## config.mk

```make
export PLATFORM = sky130hd
export DESIGN_NAME = lcd_char_streamer_flat
export DESIGN_NICKNAME = d
export VERILOG_FILES = /design/src/rtl/lcd_char_streamer_if.sv /design/src/rtl/lcd_char_streamer.sv /design/src/flat_wrapper.sv
export SDC_FILE = /design/constraint.sdc
export NUM_CORES = 1
export LEC_CHECK = 0
export ABC_AREA = 1
export CAP_MARGIN = 30
export CORE_MARGIN = 2
export CORE_UTILIZATION = 50
export DETAILED_ROUTE_END_ITERATION = 12
export GPL_ROUTABILITY_DRIVEN = 0
export PLACE_DENSITY_LB_ADDON = 0.12
export SYNTH_ARGS = -nofsm -noshare
export SYNTH_HDL_FRONTEND = slang
export SYNTH_SLANG_ARGS = --single-unit
```

## constraint.sdc

```tcl
create_clock -name clk -period 7.2 [get_ports clk]
set_input_delay 2.16 -clock clk [delete_from_list [all_inputs] [get_ports clk]]
set_output_delay 2.16 -clock clk [all_outputs]
set_load 0.01 [all_outputs]
```

## src/rtl/lcd_char_streamer_if.sv

```systemverilog
// Character stream input and Avalon-MM master bus of the LCD character streamer.
// The streamer takes the master modport; the LCD controller and the character source take slave.
interface lcd_char_streamer_if;
    logic [7:0] char_data;
    logic       char_valid;
    logic       char_ready;
    logic       address;
    logic       chipselect;
    logic       write;
    logic [7:0] writedata;
    logic       waitrequest;

    modport master (
        input  char_data,
        input  char_valid,
        input  waitrequest,
        output char_ready,
        output address,
        output chipselect,
        output write,
        output writedata
    );

    modport slave (
        output char_data,
        output char_valid,
        output waitrequest,
        input  char_ready,
        input  address,
        input  chipselect,
        input  write,
        input  writedata
    );
endinterface

```

## src/rtl/lcd_char_streamer.sv

```systemverilog
// Buffers an ASCII byte stream and drives a 2-row character LCD controller over Avalon-MM,
// tracking the cursor to insert line changes for wrap and newline.
module lcd_char_streamer #(
    parameter int unsigned FIFO_DEPTH = 16,
    parameter int unsigned COLS       = 16
) (
    input  logic                        clk,
    input  logic                        reset,
    lcd_char_streamer_if.master         bus,
    input  logic                        clear_req,
    output logic                        busy,
    output logic [$clog2(FIFO_DEPTH):0] fifo_count
);
    localparam int unsigned PtrW = $clog2(FIFO_DEPTH);
    localparam int unsigned CntW = PtrW + 1;
    localparam int unsigned ColW = $clog2(COLS + 1);
    localparam logic [7:0]      Newline = 8'h0A;
    localparam logic [7:0]      CmdClear = 8'h01;
    localparam logic [ColW-1:0] ColMax  = ColW'(COLS);
    localparam logic [CntW-1:0] CntFull = CntW'(FIFO_DEPTH);

    typedef enum logic [2:0] {StIdle, StClear, StWrChar, StWrap, StNewline} state_e;

    state_e          state_q;
    logic            cs_q;
    logic            addr_q;
    logic [7:0]      wdata_q;
    logic [ColW-1:0] col_q;
    logic            row_q;
    logic            clear_pending_q;

    logic [7:0]      mem_q [FIFO_DEPTH];
    logic [PtrW-1:0] wr_ptr_q;
    logic [PtrW-1:0] rd_ptr_q;
    logic [CntW-1:0] count_q;
    logic            push;
    logic            pop;
    logic [7:0]      head;
    logic [7:0]      line_cmd;

    // Ready comes from the registered count only, so a pop never admits a same-cycle push.
    assign bus.char_ready = ~reset & (count_q < CntFull);
    assign push           = bus.char_valid & bus.char_ready;
    assign pop            = ((state_q == StWrChar) | (state_q == StNewline)) & ~bus.waitrequest;
    assign head           = mem_q[rd_ptr_q];
    assign line_cmd       = row_q ? 8'h80 : 8'hC0;

    always_ff @(posedge clk) begin
        if (reset) begin
            wr_ptr_q <= '0;
            rd_ptr_q <= '0;
            count_q  <= '0;
        end else begin
            if (push) begin
                mem_q[wr_ptr_q] <= bus.char_data;
                wr_ptr_q        <= wr_ptr_q + PtrW'(1);
            end
            if (pop) begin
                rd_ptr_q <= rd_ptr_q + PtrW'(1);
            end
            if (push && !pop) begin
                count_q <= count_q + CntW'(1);
            end else if (pop && !push) begin
                count_q <= count_q - CntW'(1);
            end
        end
    end

    always_ff @(posedge clk) begin
        if (reset) begin
            state_q         <= StIdle;
            cs_q            <= 1'b0;
            addr_q          <= 1'b0;
            wdata_q         <= 8'h00;
            col_q           <= '0;
            row_q           <= 1'b0;
            clear_pending_q <= 1'b1;
        end else begin
            if (clear_req) begin
                clear_pending_q <= 1'b1;
            end
            unique case (state_q)
                StIdle: begin
                    if (clear_pending_q) begin
                        state_q <= StClear;
                        cs_q    <= 1'b1;
                        addr_q  <= 1'b0;
                        wdata_q <= CmdClear;
                    end else if (count_q != '0) begin
                        cs_q <= 1'b1;
                        if (head == Newline) begin
                            state_q <= StNewline;
                            addr_q  <= 1'b0;
                            wdata_q <= line_cmd;
                        end else if (col_q == ColMax) begin
                            state_q <= StWrap;
                            addr_q  <= 1'b0;
                            wdata_q <= line_cmd;
                        end else begin
                            state_q <= StWrChar;
                            addr_q  <= 1'b1;
                            wdata_q <= head;
                        end
                    end
                end
                StClear: begin
                    if (!bus.waitrequest) begin
                        state_q <= StIdle;
                        cs_q    <= 1'b0;
                        col_q   <= '0;
                        row_q   <= 1'b0;
                        // A request landing on the completion edge must survive.
                        if (!clear_req) begin
                            clear_pending_q <= 1'b0;
                        end
                    end
                end
                StWrChar: begin
                    if (!bus.waitrequest) begin
                        state_q <= StIdle;
                        cs_q    <= 1'b0;
                        if (col_q != ColMax) begin
                            col_q <= col_q + ColW'(1);
                        end
                    end
                end
                StWrap, StNewline: begin
                    if (!bus.waitrequest) begin
                        state_q <= StIdle;
                        cs_q    <= 1'b0;
                        row_q   <= ~row_q;
                        col_q   <= '0;
                    end
                end
                default: begin
                    state_q <= StIdle;
                    cs_q    <= 1'b0;
                end
            endcase
        end
    end

    assign bus.address    = addr_q;
    assign bus.chipselect = cs_q;
    assign bus.write      = cs_q;
    assign bus.writedata  = wdata_q;
    assign busy           = (state_q != StIdle) | (count_q != '0) | clear_pending_q;
    assign fifo_count     = count_q;
endmodule

```

## src/flat_wrapper.sv

```systemverilog
// flat-port wrapper written by rule: the top's interface ports become plain ports
module lcd_char_streamer_flat 
#(
    parameter int unsigned FIFO_DEPTH = 16,
    parameter int unsigned COLS       = 16
)
  (clk, reset, clear_req, busy, fifo_count, bus_char_data, bus_char_valid, bus_waitrequest, bus_char_ready, bus_address, bus_chipselect, bus_write, bus_writedata);
  lcd_char_streamer_if bus_i ();
  input  logic clk;
  input  logic reset;
  input  logic clear_req;
  output logic busy;
  output logic [$clog2(FIFO_DEPTH):0] fifo_count;
  input wire logic [$bits(bus_i.char_data)-1:0] bus_char_data;
  input wire logic [$bits(bus_i.char_valid)-1:0] bus_char_valid;
  input wire logic [$bits(bus_i.waitrequest)-1:0] bus_waitrequest;
  output wire logic [$bits(bus_i.char_ready)-1:0] bus_char_ready;
  output wire logic [$bits(bus_i.address)-1:0] bus_address;
  output wire logic [$bits(bus_i.chipselect)-1:0] bus_chipselect;
  output wire logic [$bits(bus_i.write)-1:0] bus_write;
  output wire logic [$bits(bus_i.writedata)-1:0] bus_writedata;
  assign bus_i.char_data = bus_char_data;
  assign bus_i.char_valid = bus_char_valid;
  assign bus_i.waitrequest = bus_waitrequest;
  assign bus_char_ready = bus_i.char_ready;
  assign bus_address = bus_i.address;
  assign bus_chipselect = bus_i.chipselect;
  assign bus_write = bus_i.write;
  assign bus_writedata = bus_i.writedata;
  lcd_char_streamer #(.FIFO_DEPTH(FIFO_DEPTH), .COLS(COLS)) u_core (.clk(clk), .reset(reset), .bus(bus_i), .clear_req(clear_req), .busy(busy), .fifo_count(fifo_count));
endmodule
```

Word level (Yosys, flattened, before mapping)
Memory sizes are Yosys's and may differ from the RTL's. A register that Yosys moved wholly into a read port is not among the register bits.
Cells that the tools add are included.
{"block": "totals", "ramBits": 128, "inputBits": 13, "regBits": 33, "memories": 1, "out_inout_bits": 18}
{"name": "u_core.mem_q", "words": 16, "width": 8, "rd": 1, "rd_clocked_by_memory_dff": 1, "wr": 1, "line_no": "lcd_char_streamer.sv:32", "text": "logic [7:0] mem_q [FIFO_DEPTH];"}
{"block": "classes", "n_mux": 36, "n_addsub": 5, "reduce_logical": 18, "n_eq_ne": 14, "magnitude_cmp": 1, "bitwise_logic": 9}
{"cell": "$mux W8", "count": 4}
{"cell": "$mux W5", "count": 5}
{"cell": "$mux W1", "count": 16}
{"cell": "$mux W3", "count": 4}
{"cell": "$ne A2 B2 Y1 const B", "count": 6}
{"cell": "$add A5 B1 Y5 const B", "count": 2}
{"cell": "$pmux W5 S2", "count": 1}
{"cell": "$add A4 B1 Y4 const B", "count": 2}
{"cell": "$eq A8 B4 Y1 const B", "count": 1}
{"cell": "$mux W4", "count": 2}
{"cell": "$reduce_bool A2 Y1", "count": 4}
{"cell": "$mux W7", "count": 1}
{"cell": "$eq A3 B2 Y1 const B", "count": 2}
{"cell": "$pmux W3 S2", "count": 1}
{"cell": "$eq A5 B5 Y1 const B", "count": 1}
{"cell": "$lt A5 B5 Y1 const B", "count": 1}
{"cell": "$ne A5 B5 Y1 const B", "count": 1}
{"cell": "$reduce_bool A5 Y1", "count": 1}
{"cell": "$sub A5 B1 Y5 const B", "count": 1}
{"cell": "$pmux W1 S2", "count": 2}
{"cell": "$reduce_and A2 Y1", "count": 2}
{"cell": "$reduce_and A4 Y1", "count": 1}
{"cell": "$reduce_or A4 Y1", "count": 1}
{"cell": "$and A1 B1 Y1", "count": 3}
{"cell": "other kinds (12)", "count": 18}

Depth between registers and ports, before layout
{"block": "logic_depth", "depth_word": 7, "mapped_depth": 16, "mapped_depth_nobuf": 16}

Worst setup path after synthesis
Ideal clock, no wire load.
{"block": "synth_timing", "kind": "input to output", "startpoint": "in reset", "endpoint": "out bus_char_ready", "required_ns": 5.040, "path_stages": 2, "slack_ns": 2.495, "t_arrival_ns": 2.545, "path_cell_list": "clkbuf_1 > nor2_1"}
{"block": "synth_via", "elab_chain_cells": 2}
{"element": "from (decl)", "line_no": "flat_wrapper.sv:10", "text": "input logic reset;"}
{"element": "$not A1 Y1", "line_no": "lcd_char_streamer.sv:42", "text": "assign bus.char_ready = ~reset & (count_q < CntFull);"}
{"element": "$and A1 B1 Y1", "line_no": "lcd_char_streamer.sv:42"}
{"element": "to (decl)", "line_no": "flat_wrapper.sv:17", "text": "output wire logic [$bits(bus_i.char_ready)-1:0] bus_char_ready;"}
No other way between the ends.

Final worst setup path
Ends and elaborated chain as after synthesis.

==> impl_metrics.tcl <==
set metrics [dict create \
    outcome "completed" \
    diodes 0 \
    min_from "u_core.bus.writedata[3]" \
    critPathKind "input port to primary output" \
    startpoint_type "input port" \
    skew_ns 0.0187 \
    ys_warn_count 0 \
    syn_inst 757 \
    drc 0 \
    die_x_um 125 \
    vdd_drop_max_v 0.000149 \
    yosys.area.top_type "edfxtp_1" \
    vias 5012 \
    cp_max_fo 20 \
    cts_htree_levels 4 \
    antenna_found_initial 0 \
    postCtsHoldBufs 0 \
    max_freq_mhz 178 \
    synth_top_cells_by_area "edfxtp_1, nand2_1, dfxtp_1" \
    dp_cells 945 \
    fp-row-count 44 \
    initial_core_util_pct 50.8 \
    clk_transition_reported_paths_ns 0.06 \
    drt_iter0_drc 449 \
    synth_top_area_share_pct 52.5 \
    firstDrtPassIters 5 \
    core_mm2 0.0144 \
    slew_headroom_pct 34.3 \
    path_cells "clkdlybuf4s50_1 -> buf_4 -> nor2_1 -> clkdlybuf4s50_1" \
    finalSetupViolCount 0 \
    crit_path_max_incr_delay_ns 0.56 \
    cts_resized 0 \
    syn_area_mm2 0.00732 \
    fin_crit_ns 5.63 \
    drv_slew 0 \
    swShare_pct 21.4 \
    crit_path_end_kind "primary output" \
    crit_top_cell "clkdlybuf4s50_1" \
    cp-startpoint "reset" \
    rsz0062_at_grt "no" \
    grt_first_pass_wirelength_um 25700 \
    synth_fp_nets 783 \
    ant_nets 0 \
    clkSinkCount 165 \
    cts_buffers 17 \
    grt_pass1_vias 4941 \
    clk_latency_ns 0.43 \
    ys_seq_elements 165 \
    post_cts_buffers 0 \
    arrival_ns 3.47 \
    ys_types 36 \
    place_hpwl_um 10100 \
    final_cells 976 \
    hold_path.class "flop to flop" \
    power_frac_seq_pct 52.1 \
    wl_per_cell_um 16.0 \
    final.setup.worst_slack_ns 1.57 \
    place_ws_ns 1.56 \
    vias_per_cell 5.14 \
    final_layout_size_suffix_gt1_share_pct 5.30 \
    hold_viol_final 0 \
    track_usage_pct 21.3 \
    overflow 0 \
    p_sw_w 0.000431 \
    cp.required_ns 5.04 \
    power_density_mw_per_mm2 245 \
    syn_to_final_growth_pct 12.1 \
    clock-root-buffer "clkbuf_16" \
    cap_violations 0 \
    final.period_utilization_pct 78.2 \
    tightest_slew_ns 0.984 \
    die_h_um 125 \
    portBuffers 30 \
    p_leak_nw 3.27 \
    routed_wirelength_um 15600 \
    grt_max_degree 75 \
    io-pin-count 31 \
    ys_seq_area_share_pct 62.6 \
    die_area_mm2 0.0156 \
    clkPwrFrac_pct 41.8 \
    clock_path_buffers 2 \
    p_int_w 0.00158 \
    p_comb_share_pct 6.1 \
    avgSynthCellArea_um2 9.67 \
    cts_tree "done" \
    slowest_stage "clkdlybuf4s50_1" \
    setup_tns_ns 0 \
    layout.nets 806 \
]
==> cell usage in the layout (no fill, tap or decap), drive strengths merged, types with 6 or more instances in the layout <==
| cell | n |
|---|---|
| nor2 | 56 |
| edfxtp | 128 |
| o21ai | 29 |
| nand2 | 212 |
| clkinv | 7 |
| clkbuf | 19 |
| clkdlybuf4s50 | 30 |
| a21oi | 31 |
| nand4 | 7 |
| nand3 | 86 |
| dfxtp | 37 |
| nor3 | 6 |
| inv | 107 |
| ha | 12 |
==> synth_stat cells <==
cell	n
a211o_1	1
a211oi_1	2
a21oi_1	31
a31o_2	1
and2_1	1
and3_1	2
buf_2	10
buf_4	2
buf_6	11
clkbuf_1	6
clkinv_1	1
dfxtp_1	37
edfxtp_1	128
fa_1	1
ha_1	12
inv_1	103
inv_2	4
nand2_1	210
nand2_2	2
nand3_1	85
nand3_2	1
nand4_1	7
nor2_1	54
nor2_2	2
nor3_1	5
nor3_2	1
nor3b_2	1
nor4_1	1
o211ai_1	1
o211ai_2	1
o21ai_0	21
o21ai_1	8
o221ai_1	1
or2_2	1
or3_1	1
xnor2_1	1
==> power groups by stage <==
stage / clock network (W) / logic (W) / registers (W)
4_1_cts: 0.000853 / 0.000124 / 0.00105
3_5_place_dp: 0 / 0.000124 / 0.00107
6_report: 0.000843 / 0.000123 / 0.00105
3_3_place_gp: 0 / 0.000121 / 0.00107
5_1_grt: 0.000901 / 0.000139 / 0.00105
2_1_floorplan: 0 / 0.0000688 / 0.00107
==> final timing paths <==
check | endpoint | slack, ns | cells past startpoint
worst min register to register | u_core.bus.writedata[3] | 0.47 | 2
worst max-delay path | bus_char_ready | 1.57 | 4
worst min-delay path | u_core.bus.writedata[3] | 0.47 | 2
worst max register to register | u_core.bus.writedata[6] | 4.16 | 16
==> worst max-delay path: cells and delay by family <==
family                 cells  cell delay, ns
buffers and inverters      3            1.17
and+or+nand+nor            1            0.14
==> metal layers <==
layer | vias up | track usage, % | routed length, um
met4 | 0 | 8.43 | 364
met5 | - | 0 | 0
met2 | 101 | 33.5 | 7250
met1 | 2359 | 29.4 | 7370
met3 | 26 | 4.11 | 632
li1 | 2526 | - | -
==> cell families after synthesis <==
family	count (synthesis)	share of synthesized area, %
xor+xnor	1	0.120
flops	165	62.6
compound gates	67	4.94
buf+inv	137	8.42
simple gates	374	21.6
fa+ha+maj	13	2.32
==> stage by stage <==
| step | hold WS (ns) | instance area (um2) | total power [W] | util (%) |
|---|---|---|---|---|
| 2_1_floorplan | 0.453 | 7320 | 0.00114 | - |
| 3_3_place_gp | 0.460 | 7660 | 0.00119 | 53.1 |
| 3_5_place_dp | 0.461 | 7660 | 0.00119 | 53.1 |
| 4_1_cts | 0.470 | 8210 | 0.00203 | 56.9 |
| 5_1_grt | 0.484 | 8210 | 0.00209 | 56.9 |
| 6_report | 0.467 | 8210 | 0.00202 | 56.9 |
==> cell type report <==
class                           count  area, um2
Clock buffer                       19        433
Clock inverter                     12        114
Fill cell                        1277       6210
Inverter                          108        405
Multi-Input combinational cell    455       2120
Sequential cell                   165       4590
Tap cell                          184        230
Timing Repair Buffer               33        323
==> flip-flops by register name, indices dropped and copies added, names as in the netlist, named ones only <==
name / count
u_core.mem_q: 128
u_core.bus.writedata: 8
u_core.col_q: 5
u_core.fifo_count: 5
u_core.rd_ptr_q: 4
u_core.wr_ptr_q: 4
u_core.state_q: 3
u_core.bus.address: 1
u_core.bus.chipselect: 1
u_core.clear_pending_q: 1
u_core.row_q: 1
Power figures use the tool's default switching activity.
